$ cat src/rtl/cond_negate_pkg.sv
// rtl/cond_negate_pkg.sv - shared op encodings and width-limit helper for the conditional negator
package cond_negate_pkg;

  localparam logic [1:0] OP_PASS = 2'b00;
  localparam logic [1:0] OP_NEG  = 2'b01;
  localparam logic [1:0] OP_ABS  = 2'b10;
  localparam logic [1:0] OP_NABS = 2'b11;

  // Widest operand the limit helper can describe; callers slice down to their width.
  localparam int LIM_W = 256;

  typedef struct packed {
    logic [LIM_W-1:0] max_pos;
    logic [LIM_W-1:0] max_neg;
  } limits_t;

  function automatic limits_t width_limits(input int w);
    limits_t l;
    l.max_pos = '0;
    l.max_neg = '0;
    for (int i = 0; i < LIM_W; i++) begin
      if (i < w - 1) l.max_pos[i] = 1'b1;
    end
    l.max_neg[w-1] = 1'b1;
    return l;
  endfunction

endpackage

$ cat src/rtl/neg_slice.sv
// rtl/neg_slice.sv - conditional invert plus increment over one slice of the carry chain
module neg_slice #(
  parameter int W = 16
) (
  input  logic [W-1:0] a,
  input  logic         inv,
  input  logic         cin,
  output logic [W-1:0] y,
  output logic         cout
);

  logic [W:0] sum;

  assign sum       = {1'b0, (inv ? ~a : a)} + {{W{1'b0}}, cin};
  assign {cout, y} = sum;

endmodule

$ cat src/rtl/cond_negate_pipe.sv
// rtl/cond_negate_pipe.sv - two-stage pass/neg/abs/nabs unit with overflow flag and valid/ready handshake
module cond_negate_pipe
  import cond_negate_pkg::*;
#(
  parameter int WIDTH = 32,
  parameter bit SAT   = 1'b0,
  localparam int LO_W = WIDTH / 2
) (
  input  logic             clk,
  input  logic             rst_n,
  input  logic             in_valid,
  output logic             in_ready,
  input  logic [WIDTH-1:0] in_data,
  input  logic [1:0]       in_op,
  output logic             out_valid,
  input  logic             out_ready,
  output logic [WIDTH-1:0] out_data,
  output logic             out_ovf
);

  localparam int HI_W = WIDTH - LO_W;
  localparam limits_t LIM = width_limits(WIDTH);
  localparam logic [WIDTH-1:0] MAX_POS = LIM.max_pos[WIDTH-1:0];
  localparam logic [WIDTH-1:0] MAX_NEG = LIM.max_neg[WIDTH-1:0];

  logic            s1_valid, s2_valid;
  logic            adv1, adv2;
  logic            inv;
  logic [LO_W-1:0] lo_y;
  logic            lo_cout;
  logic [LO_W-1:0] s1_lo;
  logic [HI_W-1:0] s1_hi;
  logic            s1_carry, s1_inv, s1_is_min;
  logic [HI_W-1:0] hi_y;
  logic            hi_cout_unused;
  logic [WIDTH-1:0] result;
  logic            ovf;

  assign adv2      = !s2_valid || out_ready;
  assign adv1      = !s1_valid || adv2;
  assign in_ready  = adv1;
  assign out_valid = s2_valid;

  always_comb begin
    inv = 1'b0;
    case (in_op)
      OP_PASS: inv = 1'b0;
      OP_NEG:  inv = 1'b1;
      OP_ABS:  inv = in_data[WIDTH-1];
      OP_NABS: inv = !in_data[WIDTH-1];
      default: inv = 1'b0;
    endcase
  end

  neg_slice #(.W(LO_W)) u_lo (
    .a    (in_data[LO_W-1:0]),
    .inv  (inv),
    .cin  (inv),
    .y    (lo_y),
    .cout (lo_cout)
  );

  neg_slice #(.W(HI_W)) u_hi (
    .a    (s1_hi),
    .inv  (s1_inv),
    .cin  (s1_carry),
    .y    (hi_y),
    .cout (hi_cout_unused)
  );

  // Only NEG/ABS of the most-negative value can leave the representable range.
  always_comb begin
    ovf    = s1_inv && s1_is_min;
    result = {hi_y, s1_lo};
    if (ovf && SAT) result = MAX_POS;
  end

  always_ff @(posedge clk or negedge rst_n) begin
    if (!rst_n) begin
      s1_valid <= 1'b0;
      s2_valid <= 1'b0;
      out_data <= '0;
      out_ovf  <= 1'b0;
    end else begin
      if (adv1) s1_valid <= in_valid;
      if (adv2) s2_valid <= s1_valid;
      if (adv2 && s1_valid) begin
        out_data <= result;
        out_ovf  <= ovf;
      end
    end
  end

  // Stage-1 data loads only on a real transfer so idle X on in_op/in_data never enters the pipe.
  always_ff @(posedge clk) begin
    if (in_valid && adv1) begin
      s1_lo     <= lo_y;
      s1_carry  <= lo_cout;
      s1_hi     <= in_data[WIDTH-1:LO_W];
      s1_inv    <= inv;
      s1_is_min <= (in_data == MAX_NEG);
    end
  end

endmodule

$ cat config.mk
export PLATFORM = sky130hd
export DESIGN_NAME = cond_negate_pipe
export DESIGN_NICKNAME = d
export VERILOG_FILES = /design/src/rtl/cond_negate_pkg.sv /design/src/rtl/neg_slice.sv /design/src/rtl/cond_negate_pipe.sv
export SDC_FILE = /design/constraint.sdc
export NUM_CORES = 1
export LEC_CHECK = 0
export ABC_AREA = 1
export BUFFER_PORTS_ARGS = -buffer_cell sky130_fd_sc_hd__buf_2
export CORE_UTILIZATION = 35
export DETAILED_ROUTE_END_ITERATION = 10
export GPL_TIMING_DRIVEN = 1
export HOLD_SLACK_MARGIN = 0.12
export PLACE_DENSITY = 0.62
export SLEW_MARGIN = 20
export SYNTH_ARGS = -nofsm -noshare
export SYNTH_HDL_FRONTEND = slang
export SYNTH_SLANG_ARGS = --single-unit
$ cat constraint.sdc
create_clock -name clk -period 4 [get_ports clk]
set_clock_uncertainty 0.1 [all_clocks]
set_input_delay 0.4 -clock clk [delete_from_list [all_inputs] [get_ports clk]]
set_output_delay 0.4 -clock clk [all_outputs]
set_load 0.1 [all_outputs]
Word-level counts from Yosys, hierarchy flattened
Index checks and enable logic that the tools add are counted.
{"block": "totals", "register_bits": 70, "out_inout_bits": 35}
{"block": "classes", "eq_ne": 4, "n_reduce_logical": 9, "n_mux": 3, "n_addsub": 2, "bitwise_logic": 2}
{"cell": "$eq 32x32->1 const B", "count": 1}
{"cell": "$mux 16", "count": 2}
{"cell": "$not 16->16", "count": 2}
{"cell": "$add 16x1->17", "count": 1}
{"cell": "$add 16x1->16", "count": 1}
{"cell": "$eq 2x2->1 const B", "count": 2}
{"cell": "$pmux 1 s4", "count": 1}
{"cell": "$logic_and 1x1->1", "count": 3}
{"cell": "$logic_not 1->1", "count": 3}
{"cell": "$eq 2x1->1 const B", "count": 1}
{"cell": "$logic_not 2->1", "count": 1}
{"cell": "$logic_or 1x1->1", "count": 2}

Longest topological paths before layout
Gate-level depths: netlist (run 1).
{"block": "logic_depth", "ltp_word": 4, "ltp_mapped": 14}

By module
From an unflattened synthesis (run 1), not the netlist that was laid out.
{"block": "hier_totals", "cells_unflattened": 589, "hier_area_um2": 4335.4}
{"mod": "cond_negate_pipe", "cells_each": 219, "seq_area_each_um2": 1926.8, "n_inst": 1, "area_each_um2": 2576.2}
{"mod": "neg_slice", "cells_each": 185, "seq_area_each_um2": 0.0, "n_inst": 2, "area_each_um2": 879.6}

Worst setup path before layout (run 1)
No wires, ideal clock.
{"block": "synth_timing", "kind": "reg-to-reg", "start": "register s2_valid (netlist: out_valid)", "end": "register s1_carry, enable pin", "stages_incl_launch_ff": 4, "path_slack_ps": 786, "t_arrival_ps": 2697, "n_path_buf": 0, "cell_sequence": "dfrtp_1 > nand3_1 > nand2_1 > inv_1"}
{"block": "synth_via", "elab_chain_len": 4}
{"element": "from (decl)", "line_no": "cond_negate_pipe.sv:26", "rtl": "logic s1_valid, s2_valid;"}
{"element": "from (signal assigned)", "line_no": "cond_negate_pipe.sv:86", "rtl": "if (adv2) s2_valid <= s1_valid;"}
{"element": "$logic_not 1->1", "line_no": "cond_negate_pipe.sv:39", "rtl": "assign adv2 = !s2_valid || out_ready;"}
{"element": "$logic_or 1x1->1", "line_no": "cond_negate_pipe.sv:39"}
{"element": "$logic_or 1x1->1", "line_no": "cond_negate_pipe.sv:40", "rtl": "assign adv1 = !s1_valid || adv2;"}
{"element": "named net in_ready", "line_no": "cond_negate_pipe.sv:12", "rtl": "output logic in_ready,"}
{"element": "$logic_and 1x1->1", "line_no": "cond_negate_pipe.sv:96", "rtl": "if (in_valid && adv1) begin"}
{"element": "to (signal assigned)", "line_no": "cond_negate_pipe.sv:98", "rtl": "s1_carry <= lo_cout;"}
{"element": "to (decl)", "line_no": "cond_negate_pipe.sv:33", "rtl": "logic s1_carry, s1_inv, s1_is_min;"}
The timed path passes the listed nets, and every way through them passes these cells.
A chain may end at the register's enable or synchronous reset.

Worst setup path after layout (run 1)
{"block": "layout_timing", "start": "register s1_inv", "end": "register out_data[30]"}
{"block": "layout_via", "elab_chain_len": 2}
{"element": "from (decl)", "line_no": "cond_negate_pipe.sv:33"}
{"element": "from (signal assigned)", "line_no": "cond_negate_pipe.sv:100", "rtl": "s1_inv <= inv;"}
{"element": "$mux 16", "line_no": "neg_slice.sv:14", "rtl": "assign sum = {1'b0, (inv ? ~a : a)} + {{W{1'b0}}, cin};"}
{"element": "$add 16x1->16", "line_no": "neg_slice.sv:14"}
{"element": "to (signal assigned)", "line_no": "cond_negate_pipe.sv:88", "rtl": "out_data <= result;"}
{"element": "to (decl)", "line_no": "cond_negate_pipe.sv:17", "rtl": "output logic [WIDTH-1:0] out_data,"}
No other way between the ends.

==> out/results.txt, run 1 <==
Status = finished clean
Post-synth EDFFs = 35
Hold Path Class = primary input to flop
Worst slew margin = 43.8%
Clock root buffer master = clkbuf_8
Die Span X = 105 um
Yosys warns = 0
Avg Inst Size Synth = 9.41 um2
Worst skew pair latency = 0.35 ns
Syn Nets = 437
Clk sink count = 70
Comb power frac = 45.2%
Max_cap viols = 0
Max FO, Critical Path = 17
Post-synthesis register bit count = 70
Area growth, synth to finish = 18.4%
CP Launch Type = flop
DRT iter0 DRCs = 86
Pre-antenna DRT Iters = 4
Reg-to-reg endpoint = out_data[30]
Final setup fails = 0
CP required = 4.13 ns
Hpwl dp = 5930 um
Share of the synthesized area in the top cell type = 28.3%
Crit. Startpoint = s1_inv
Final setup TNS = 0 ns
Clock share of power = 20.2%
PostCTS Resize Cnt = 0
Most frequent cell after synthesis = nand2_1
Post-CTS Setup Repair Bufs = 0
Overflow after GRT = 0
Hold WS = 0.144 ns
ANT nets after route = 0
FMAX = 448 MHz
Crit-path cells = buf_4 -> xor2_1 -> ha_1 -> ha_1 -> nand2_1 -> nor2_2 -> nand2_1 -> nor2_2 -> nand2_1 -> nand2_1 -> nand2_1 -> nand2_1 -> nand2_1
R2R Path Start = s1_inv
R2R setup slack = 1.77 ns
Int Power = 0.00141 W
RSZ-0062 raised after global routing = no
Minimum clock period = 2.23 ns
Initial antenna violation count = 0
CTS buffer count = 9
Via count = 2,753
Post-DR wirelength/cell = 12.5 um
P_leak = 2.06 nW
Layout cells sized above 1 = 24.7%
Drt total wl = 7640 um
Worst Setup End Kind = flop
Yosys top cell by area = edfxtp_1
Synthesized area = 3720 um2
Post-placement cell count = 596
Vias/cell = 4.49
VDD IR-drop max = 0.000289 V
Tightest Pin Transition = 0.842 ns
Stages on worst setup path = 13
IO Pins = 73
Worst hold start = in_data[22]
CTS tree = built
# diodes = 0
Starting Density = 36.0%
Most used cell, CP = nand2_1
Synth top area cells = edfxtp_1, dfrtp_1, nand2_1, xor2_1, xnor2_1
Switching Share = 49.7%
Crit-path slowest cell = edfxtp_1
Max-slew violations = 0
Crit-path leading delay family = simple AND/OR/NAND/NOR gates
Asr flop ratio synth = 50.0%
CORE AREA = 10,300 um2
Hold-fix buffers at CTS = 1
Die area = 11,000 um2
Final nets = 514
# port buffers = 72
Buf/Inv on CP = 1
RePlAce Congestion = 0.852
Cell Pwr Density = 637 nW/um2
Worst setup path category = flop to flop
Layout Utilization = 42.6%
CP arrival = 2.36 ns
P_sw = 0.00139 W
Clk buf depth = 2
Max stage delay on crit path = 0.33 ns
H-tree depth = 3
Crit path to = out_data[30]
Synth top cells by count = nand2_1, dfrtp_1, edfxtp_1
Worst-path clk slew = 0.07 ns
DRC = 0
R2r worst-path depth = 13
Period utilization = 55.8%
Cell Rows = 37
Top_reg_cell synth = edfxtp_1
Synthesized instance count = 395
Part of the power in registers = 34.6%
Vias in the first global route = 2,670
Die Y = 105 um
Pin count of the biggest net entering global routing = 40
First-pass GRT wire length = 13,000 um
Post-synthesis sequential area ratio = 51.8%
All-Layer GR Usage = 15.0%
Final Non-Filler Cells = 613
Unique masters post-synth = 35
Final Hold Viols = 0
-- cell families after synthesis --
logic type      share of synthesized area [%]
simple gates                             27.9
flops                                    51.8
xor+xnor                                 12.2
buf+inv                                  5.01
compound gates                           1.68
fa+ha+maj                                1.35
-- per-stage QoR --
stage,worst slack (ns),power [W],area [um2]
after floorplan,0.786,0.00203,3720
after global placement,1.61,0.00225,4190
after detailed placement,1.52,0.00226,4190
after CTS,1.74,0.00283,4400
after global routing,1.54,0.00294,4400
final,1.77,0.00280,4400
-- power by group through the flow --
stage	combinational, W	clock (W)	sequential, W
4_1_cts	0.00128	0.000581	0.000973
5_1_grt	0.00134	0.000613	0.000989
3_5_place_dp	0.00127	0	0.000988
6_report	0.00127	0.000566	0.000971
2_1_floorplan	0.000299	0	0.00173
3_3_place_gp	0.00127	0	0.000982
-- worst min-delay path by stage --
stage	slack [ns]	end	cells past startpoint
floorplan	0.004	out_data[0]	0
global placement	0.33	out_data[11]	2
detailed placement	0.33	out_data[15]	2
CTS	0.13	s1_hi[9]	1
global route	0.12	s1_hi[9]	1
finish	0.14	s1_hi[6]	1
-- state kept, by name, indices dropped and copies added (netlist names) --
signal and flops:
s1_is_min 1, s1_carry 1, out_data 32, s1_inv 1, s1_valid 1, s1_hi 16
out_ovf 1, out_valid 1, s1_lo 16
-- final cells by class --
type	instances	area [um2]
well taps	136	170
inverters	29	109
fillers	1023	5920
clock buffers	10	138
flip-flops and latches	70	1930
clock inverters	6	61.3
repair buffers	76	393
multi-input cells	286	1600
-- placed cells by master, fill, tap and decap left out, types with 2 or more instances in the layout --
cell,instances
a31oi_1,2
buf_2,72
buf_4,3
clkbuf_8,10
clkinv_2,3
dfrtp_1,35
edfxtp_1,35
ha_1,4
inv_1,28
nand2_1,142
nand2_2,3
nand2_4,2
nand3_1,18
nand3_2,4
nand3b_1,5
nand4_1,8
nor2_1,25
nor2_2,7
nor4_1,8
o21ai_0,6
o21ai_1,3
xnor2_1,13
xnor2_4,2
xor2_1,22
xor2_2,3
-- per-layer routing --
metal / track usage (%) / vias up / routed length [um]
met2: 21.2 / 85 / 3140
met3: 3.87 / 12 / 472
met4: 6.54 / 0 / 122
li1: - / 1433 / -
met1: 21.5 / 1223 / 3900
met5: 0 / - / 0
No activity file was read; power rests on OpenSTA's default activity.
==> run 2, diff against run 1 <==
--- a/config.mk
+++ b/config.mk
@@ -5,7 +5,7 @@
 export SDC_FILE = /design/constraint.sdc
 export NUM_CORES = 1
 export LEC_CHECK = 0
-export ABC_AREA = 1
+export ABC_AREA = 0
 export BUFFER_PORTS_ARGS = -buffer_cell sky130_fd_sc_hd__buf_2
 export CORE_UTILIZATION = 35
 export DETAILED_ROUTE_END_ITERATION = 10
==> constraint.sdc (replaced) <==
create_clock -name clk -period 2.1 [get_ports clk]
set_clock_uncertainty 0.1 [all_clocks]
set_input_delay 0.21 -clock clk [delete_from_list [all_inputs] [get_ports clk]]
set_output_delay 0.21 -clock clk [all_outputs]
set_load 0.1 [all_outputs]
==> run 2 against run 1 <==
  * Final cell count fell by 6.2%
  * Combinational power rose by 48%
  * Sequential power rose by 82%
  * Global-route usage rose by 0.81 points
  * Non-clock buffer count rose by 44
  * Clock-buffer cell count fell by 1
  * Routed wire length rose by 4.6%
  * Critical path depth fell by 6
  * Total power rose by 68%
  * Largest power group unchanged
  * Register-to-register slack got worse by 1.6 ns
  * Sequential cell count did not move
==> out/results.txt, run 2 <==
Share of the synthesized area in the top cell type = 28.8% (+0.54 points)
Die Span X = 104 um (-0.93%)
R2r worst-path depth = 5 (-8)
Biggest register = out_data
Place WS = -0.0768 ns (-1.60 ns)
Synth Area in Adders = 1.37% (+0.026 points)
Top_reg_cell synth = edfxtp_1
All-Layer GR Usage = 15.8% (+0.81 points)
Max stage delay on crit path = 0.53 ns (+0.20 ns)
Crit-path leading delay family = simple AND/OR/NAND/NOR gates
Post-synthesis sequential area ratio = 52.8% (+1.0 points)
Syn Nets = 361 (-17%)
Hpwl dp = 5800 um (-2.0%)
DRT iter0 DRCs = 89 (+3.5%)
Post-DR wirelength/cell = 13.9 um (+11%)
CTS buffer count = 9 (unchanged)
Die Y = 104 um (-0.93%)
Reg-to-reg endpoint = out_data[31]
Unique masters post-synth = 54 (+54%)
Tightest Pin Transition = 0.796 ns (-0.0456 ns)
Layout cells sized above 1 = 36.0% (+11 points)
WHS Path Cells = 2 (+1)
IO Pins = 73 (unchanged)
Synthesized instance count = 319 (-19%)
H-tree depth = 3 (unchanged)
Minimum clock period = 2.02 ns
Crit-path slowest cell = dlygate4sd3_1
Post-placement cell count = 534 (-10%)
Met2 routed WL = 4130 um (+31%)
Clock root buffer master = clkbuf_8
Worst Setup End Kind = flop
Yosys top cell by area = edfxtp_1
Max_cap viols = 0 (unchanged)
CP required = 2.09 ns (-2.04 ns)
Commonest non-fill, non-tap cell in the layout = buf_2
Buf/Inv on CP = 2 (+1)
Compound-cell area share of the yosys netlist = 10.3% (+8.6 points)
Die area = 10,800 um2 (-1.8%)
Final setup fails = 0 (unchanged)
Most frequent cells in the layout = buf_2, edfxtp_1, dfrtp_1, nand2_1, xnor2_1
Synth Area in Simple Gates = 16.4% (-11 points)
CP arrival = 2.01 ns (-0.35 ns)
Multiplexer share of the synthesized area = 7.86% (+7.9 points)
Area of the multi-input gates = 1780 um2 (+11%)
Setup WS post-layout = 0.0811 ns (-1.69 ns)
Cell Pwr Density = 968 nW/um2 (+52%)
P_leak = 1.96 nW (-5.0%)
Final Hold Viols = 0 (unchanged)
Post-synthesis register bit count = 70 (unchanged)
Worst-path clk slew = 0.08 ns (about the same)
Post-synth EDFFs = 35 (unchanged)
Vias/cell = 5.00 (+11%)
Final nets = 479 (-6.8%)
FMAX = 495 MHz
# diodes = 0 (unchanged)
Worst slew margin = 46.9% (+3.1 points)
Final setup TNS = 0 ns (unchanged)
Final Non-Filler Cells = 575 (-6.2%)
Largest family of logic cells by synthesized area = simple AND/OR/NAND/NOR gates
Synthesized area = 3650 um2 (-1.9%)
Power, Total = 0.00472 W (+68%)
Wire length on met1 = 3390 um (-13%)
Overflow after GRT = 0 (unchanged)
Drt total wl = 7990 um (+4.6%)
Initial antenna violation count = 0 (unchanged)
Pin count of the biggest net entering global routing = 36 (-10%)
First-pass GRT wire length = 13,400 um (+3.8%)
Asr flop ratio synth = 50.0% (unchanged)
Synth top area cells = edfxtp_1, dfrtp_1, mux2_2, xnor2_1, nand2_1
Hold Path Class = primary input to flop
Yosys warns = 0 (unchanged)
Cell Rows = 36 (-2.7%)
Vias in the first global route = 2,800 (+4.9%)
VDD IR-drop max = 0.000478 V (+65%)
Area growth, synth to finish = 33.7%
Length of routed met3 wiring = 344 um (-27%)
Period utilization = 96.1%
Largest registers = out_data x32, s1_hi x16, s1_lo x16
CORE AREA = 9950 um2 (-3.6%)
Starting Density = 36.6% (+0.63 points)
Synth top cells by count = dfrtp_1, edfxtp_1, nand2_1
CTS tree = built
DRC = 0 (unchanged)
Clk sink count = 70 (unchanged)
Max reg flops = 32 (unchanged)
# fillers = 906 (-11%)
ANT nets after route = 0 (unchanged)
Crit-path cells = dlygate4sd3_1 -> buf_2 -> nor4_1 -> and2_1 -> nand3_1 -> o41ai_2 -> xnor2_1
Worst hold endpoint = s1_hi[15]
R2R setup slack = 0.12 ns (-1.65 ns)
Seq. cell area = 1930 um2 (+0.19%)
Synth Area in XOR/XNOR = 9.09% (-3.1 points)
Layout Utilization = 49.0% (+6.4 points)
Worst hold start = in_data[31]
Pre-antenna DRT Iters = 5 (+1)
# port buffers = 72 (unchanged)
CP Launch Type = primary input
DR top layer = met4
Max FO, Critical Path = 5 (-12)
R2R Path Start = s1_hi[6]
Avg Inst Size Synth = 11.4 um2 (+21%)
Worst setup path category = primary input to flop
Worst skew pair latency = 0.34 ns (about the same)
Clk buf depth = 2 (unchanged)
Status = finished clean
Via count = 2,875 (+4.4%)
RePlAce Congestion = 0.866 (+1.7%)
Max-slew violations = 0 (unchanged)
run 2: area by class of cell:
class                           instances  area share (%)
Inverter                                7           0.539
Timing Repair Buffer                  120            16.0
Tap cell                              133            3.41
Clock inverter                          7            1.51
Sequential cell                        70            39.6
Multi-Input combinational cell        229            36.4
Clock buffer                            9            2.54
run 2: worst max-delay path by stage:
stage	from	endpoint	slack, ns	cells past startpoint
after floorplan	out_valid	s1_carry	-0.30	2
after global placement	in_data[31]	s1_lo[6]	-0.03	9
after detailed placement	in_data[31]	s1_lo[14]	-0.08	11
after CTS	s1_inv	out_data[31]	0.009	7
after global routing	in_data[7]	s1_lo[14]	-0.01	7
final	in_data[7]	s1_lo[14]	0.08	7
run 2: repair_timing:
| item | 4_1_cts | 5_1_grt |
|---|---|---|
| endpoints found under the hold margin | 57 | 0 |
| gates resized for setup | 0 | 5 |
| buffers inserted | 0 | 1 |
| setup endpoints to repair | 1 | 5 |
| pin swaps | 1 | 4 |
| hold buffers | 24 | 0 |
run 2: metrics by stage:
step / hold slack [ns] / cell area [um2]
6_report: 0.147 / 4880
5_1_grt: 0.136 / 4880
4_1_cts: 0.130 / 4840
3_5_place_dp: 0.252 / 4400
3_3_place_gp: 0.239 / 4400
2_1_floorplan: -0.186 / 3790
run 2: cell families (layout without fill, tap and decap cells):
| family | after synthesis | after routing |
|---|---|---|
| compound gates | 57 | 57 |
| xor+xnor | 37 | 37 |
| fa+ha+maj | 4 | 4 |
| buf+inv | 20 | 143 |
| flops | 70 | 70 |
| mux | 26 | 26 |
| simple gates | 105 | 105 |
run 2: layer usage:
layer  up-vias  global-route usage [%]
met5         -                       0
met4         0                    6.73
met3        17                    3.13
met2        96                    27.5
met1      1354                    19.0
li1       1408                       -
run 2: where the power goes:
| part | internal (W) | total (W) | switching, W |
|---|---|---|---|
| Clock | 0.000550 | 0.00107 | 0.000518 |
| Sequential | 0.00167 | 0.00177 | 0.000103 |
| Combinational | 0.000425 | 0.00188 | 0.00146 |
| Total | 0.00264 | 0.00472 | 0.00208 |
==> run 3, diff against run 2 <==
--- a/config.mk
+++ b/config.mk
@@ -7,11 +7,12 @@
 export LEC_CHECK = 0
 export ABC_AREA = 0
 export BUFFER_PORTS_ARGS = -buffer_cell sky130_fd_sc_hd__buf_2
+export CELL_PAD_IN_SITES_DETAIL_PLACEMENT = 0
+export CELL_PAD_IN_SITES_GLOBAL_PLACEMENT = 1
 export CORE_UTILIZATION = 35
 export DETAILED_ROUTE_END_ITERATION = 10
-export GPL_TIMING_DRIVEN = 1
 export HOLD_SLACK_MARGIN = 0.12
-export PLACE_DENSITY = 0.62
+export PLACE_DENSITY = 0.74
 export SLEW_MARGIN = 20
 export SYNTH_ARGS = -nofsm -noshare
 export SYNTH_HDL_FRONTEND = slang
==> run 3 against run 2 <==
  * First-iteration DRC count fell by 18%
  * Maximum frequency fell by 2.1%
  * Die area did not move
  * Clock power fell by 8%
  * Register-to-register slack got worse by 0.08 ns
  * Non-clock buffer count fell by 3
  * Global-route usage rose by 0.32 points
  * Hold slack got worse by 0.015 ns
  * Highest routed layer unchanged
==> out/results.txt, run 3 (same netlist as run 2, synthesis figures left out) <==
# diodes = 0 (unchanged)
Die area = 10,800 um2 (unchanged)
Crit-path slowest cell = or4_4
First-pass GRT wire length = 13,700 um (+2.1%)
Worst setup path category = flop to flop
Buf/Inv on CP = 0 (-2)
CTS buffer count = 9 (unchanged)
Max FO, Critical Path = 5 (unchanged)
Post-placement cell count = 532 (-0.37%)
Pin count of the biggest net entering global routing = 36 (unchanged)
Final nets = 476 (-0.63%)
Status = finished clean
Comb power frac = 40.6% (+0.7 points)
Initial antenna violation count = 0 (unchanged)
Area growth, synth to finish = 31.7%
Reg-to-reg endpoint = out_data[31]
Int Power = 0.00257 W (-2.6%)
Final Hold Viols = 0 (unchanged)
Via count = 2,817 (-2.0%)
CORE AREA = 9950 um2 (unchanged)
Worst-path clk slew = 0.08 ns (about the same)
IO Pins = 73 (unchanged)
Vias in the first global route = 2,814 (+0.50%)
Overflow after GRT = 0 (unchanged)
Hpwl dp = 6000 um (+3.4%)
Period utilization = 98.2% (+2.0 points)
Layout Utilization = 48.3% (-0.74 points)
# fillers = 921 (+1.7%)
Worst slew margin = 62.0% (+15 points)
Clock root buffer master = clkbuf_8
Crit-path leading delay family = simple AND/OR/NAND/NOR gates
Switching Share = 44.4% (+0.38 points)
Commonest non-fill, non-tap cell in the layout = buf_2
Layout cells sized above 1 = 35.8% (-0.13 points)
RePlAce Congestion = 0.866 (about the same)
R2R Path Start = s1_hi[9]
Part of the power in registers = 38.2% (+0.7 points)
Cell Pwr Density = 964 nW/um2 (-0.48%)
WHS Path Cells = 2 (unchanged)
Clk sink count = 70 (unchanged)
Die Y = 104 um (unchanged)
Post-route cell area = 4800 um2 (-1.5%)
R2r worst-path depth = 5 (unchanged)
Power, Total = 0.00463 W (-2.0%)
H-tree depth = 3 (unchanged)
Vias/cell = 4.93 (-1.3%)
Final setup fails = 0 (unchanged)
Drt total wl = 8350 um (+4.5%)
Pre-antenna DRT Iters = 4 (-1)
Hold Path Class = primary input to flop
Max-slew violations = 0 (unchanged)
CP arrival = 2.20 ns (+0.19 ns)
ANT nets after route = 0 (unchanged)
Worst Setup End Kind = flop
Max reg flops = 32 (unchanged)
Area of the multi-input gates = 1760 um2 (-0.92%)
Max stage delay on crit path = 0.54 ns (about the same)
Clock share of power = 21.2% (-1.4 points)
CP Launch Type = flop
DP Area = 4380 um2 (-0.34%)
Post-DR wirelength/cell = 14.6 um (+5.3%)
VDD IR-drop max = 0.000579 V (+21%)
R2R setup slack = 0.04 ns (-0.08 ns)
All-Layer GR Usage = 16.1% (+0.32 points)
Worst skew pair latency = 0.34 ns (about the same)
Largest registers = out_data x32, s1_hi x16, s1_lo x16
Clk buf depth = 2 (unchanged)
Worst hold endpoint = s1_hi[15]
CP required = 2.23 ns (+0.14 ns)
Cell Rows = 36 (unchanged)
Biggest register = out_data
DRC = 0 (unchanged)
CTS tree = built
Final Non-Filler Cells = 571 (-0.70%)
P_leak = 1.94 nW (-0.69%)
RSZ-0062 raised after global routing = yes
Tightest Pin Transition = 0.570 ns (-0.226 ns)
Minimum clock period = 2.06 ns (+0.0427 ns)
Max_cap viols = 0 (unchanged)
FMAX = 485 MHz (-2.1%)
DRT iter0 DRCs = 73 (-18%)
Most frequent cells in the layout = buf_2, edfxtp_1, dfrtp_1, nand2_1, xnor2_1
Crit-path cells = nand2b_1 -> or4_4 -> a2111oi_4 -> a211o_1 -> nand3_1
# port buffers = 72 (unchanged)
Seq. cell area = 1930 um2 (unchanged)
Worst hold start = in_data[31]
P_sw = 0.00206 W (-1.1%)
Starting Density = 36.6% (unchanged)
Die Span X = 104 um (unchanged)
## run 3: repair_timing
| action | 4_1_cts | 5_1_grt |
|---|---|---|
| setup buffers | 2 | 2 |
| hold buffers | 20 | 0 |
| pin swaps | 1 | 6 |
| endpoints found under the setup margin | 1 | 7 |
| hold endpoints to repair | 42 | 0 |
| gates resized for setup | 0 | 4 |
## run 3: power groups by stage
stage	Clock [W]	Combinational, W	Sequential (W)
2_1_floorplan	0	0.000449	0.00284
3_3_place_gp	0	0.00183	0.00179
4_1_cts	0.00101	0.00188	0.00177
3_5_place_dp	0	0.00185	0.00180
6_report	0.000980	0.00188	0.00177
5_1_grt	0.00105	0.00197	0.00180
## run 3: final cells by class
| cell class | count | share of cell area [%] |
|---|---|---|
| clock inverter | 2 | 0.208 |
| timing repair buffer | 117 | 15.7 |
| sequential | 70 | 40.2 |
| tap | 133 | 3.46 |
| inverter | 7 | 0.547 |
| multi-input combinational | 229 | 36.6 |
| clock buffer | 13 | 3.31 |
## run 3: how the worst max path moves through the flow
stage	slack (ns)	end	depth (start not counted)	start
finish	0.04	out_data[31]	5	s1_hi[9]
global route	-0.05	out_data[28]	8	s1_inv
CTS	0.0007	out_data[30]	8	s1_inv
detailed placement	-0.1	s1_lo[6]	9	in_data[31]
global placement	-0.04	s1_lo[6]	9	in_data[31]
floorplan	-0.30	s1_carry	2	out_valid
## run 3: layer usage
| layer | vias up | wire, um | global-route usage, % |
|---|---|---|---|
| li1 | 1400 | - | - |
| met1 | 1340 | 3680 | 19.5 |
| met5 | - | 0 | 0 |
| met3 | 16 | 314 | 3.13 |
| met2 | 61 | 4210 | 28.2 |
| met4 | 0 | 139 | 6.12 |
## run 3: stage by stage
stage	TNS (ns)	setup WS, ns	hold slack [ns]
2_1_floorplan	-10.63	-0.301	-0.186
3_3_place_gp	-0.0368	-0.0368	0.144
3_5_place_dp	-0.148	-0.0955	0.149
4_1_cts	0	0.000686	0.122
5_1_grt	-0.111	-0.0468	0.125
6_report	0	0.0383	0.132
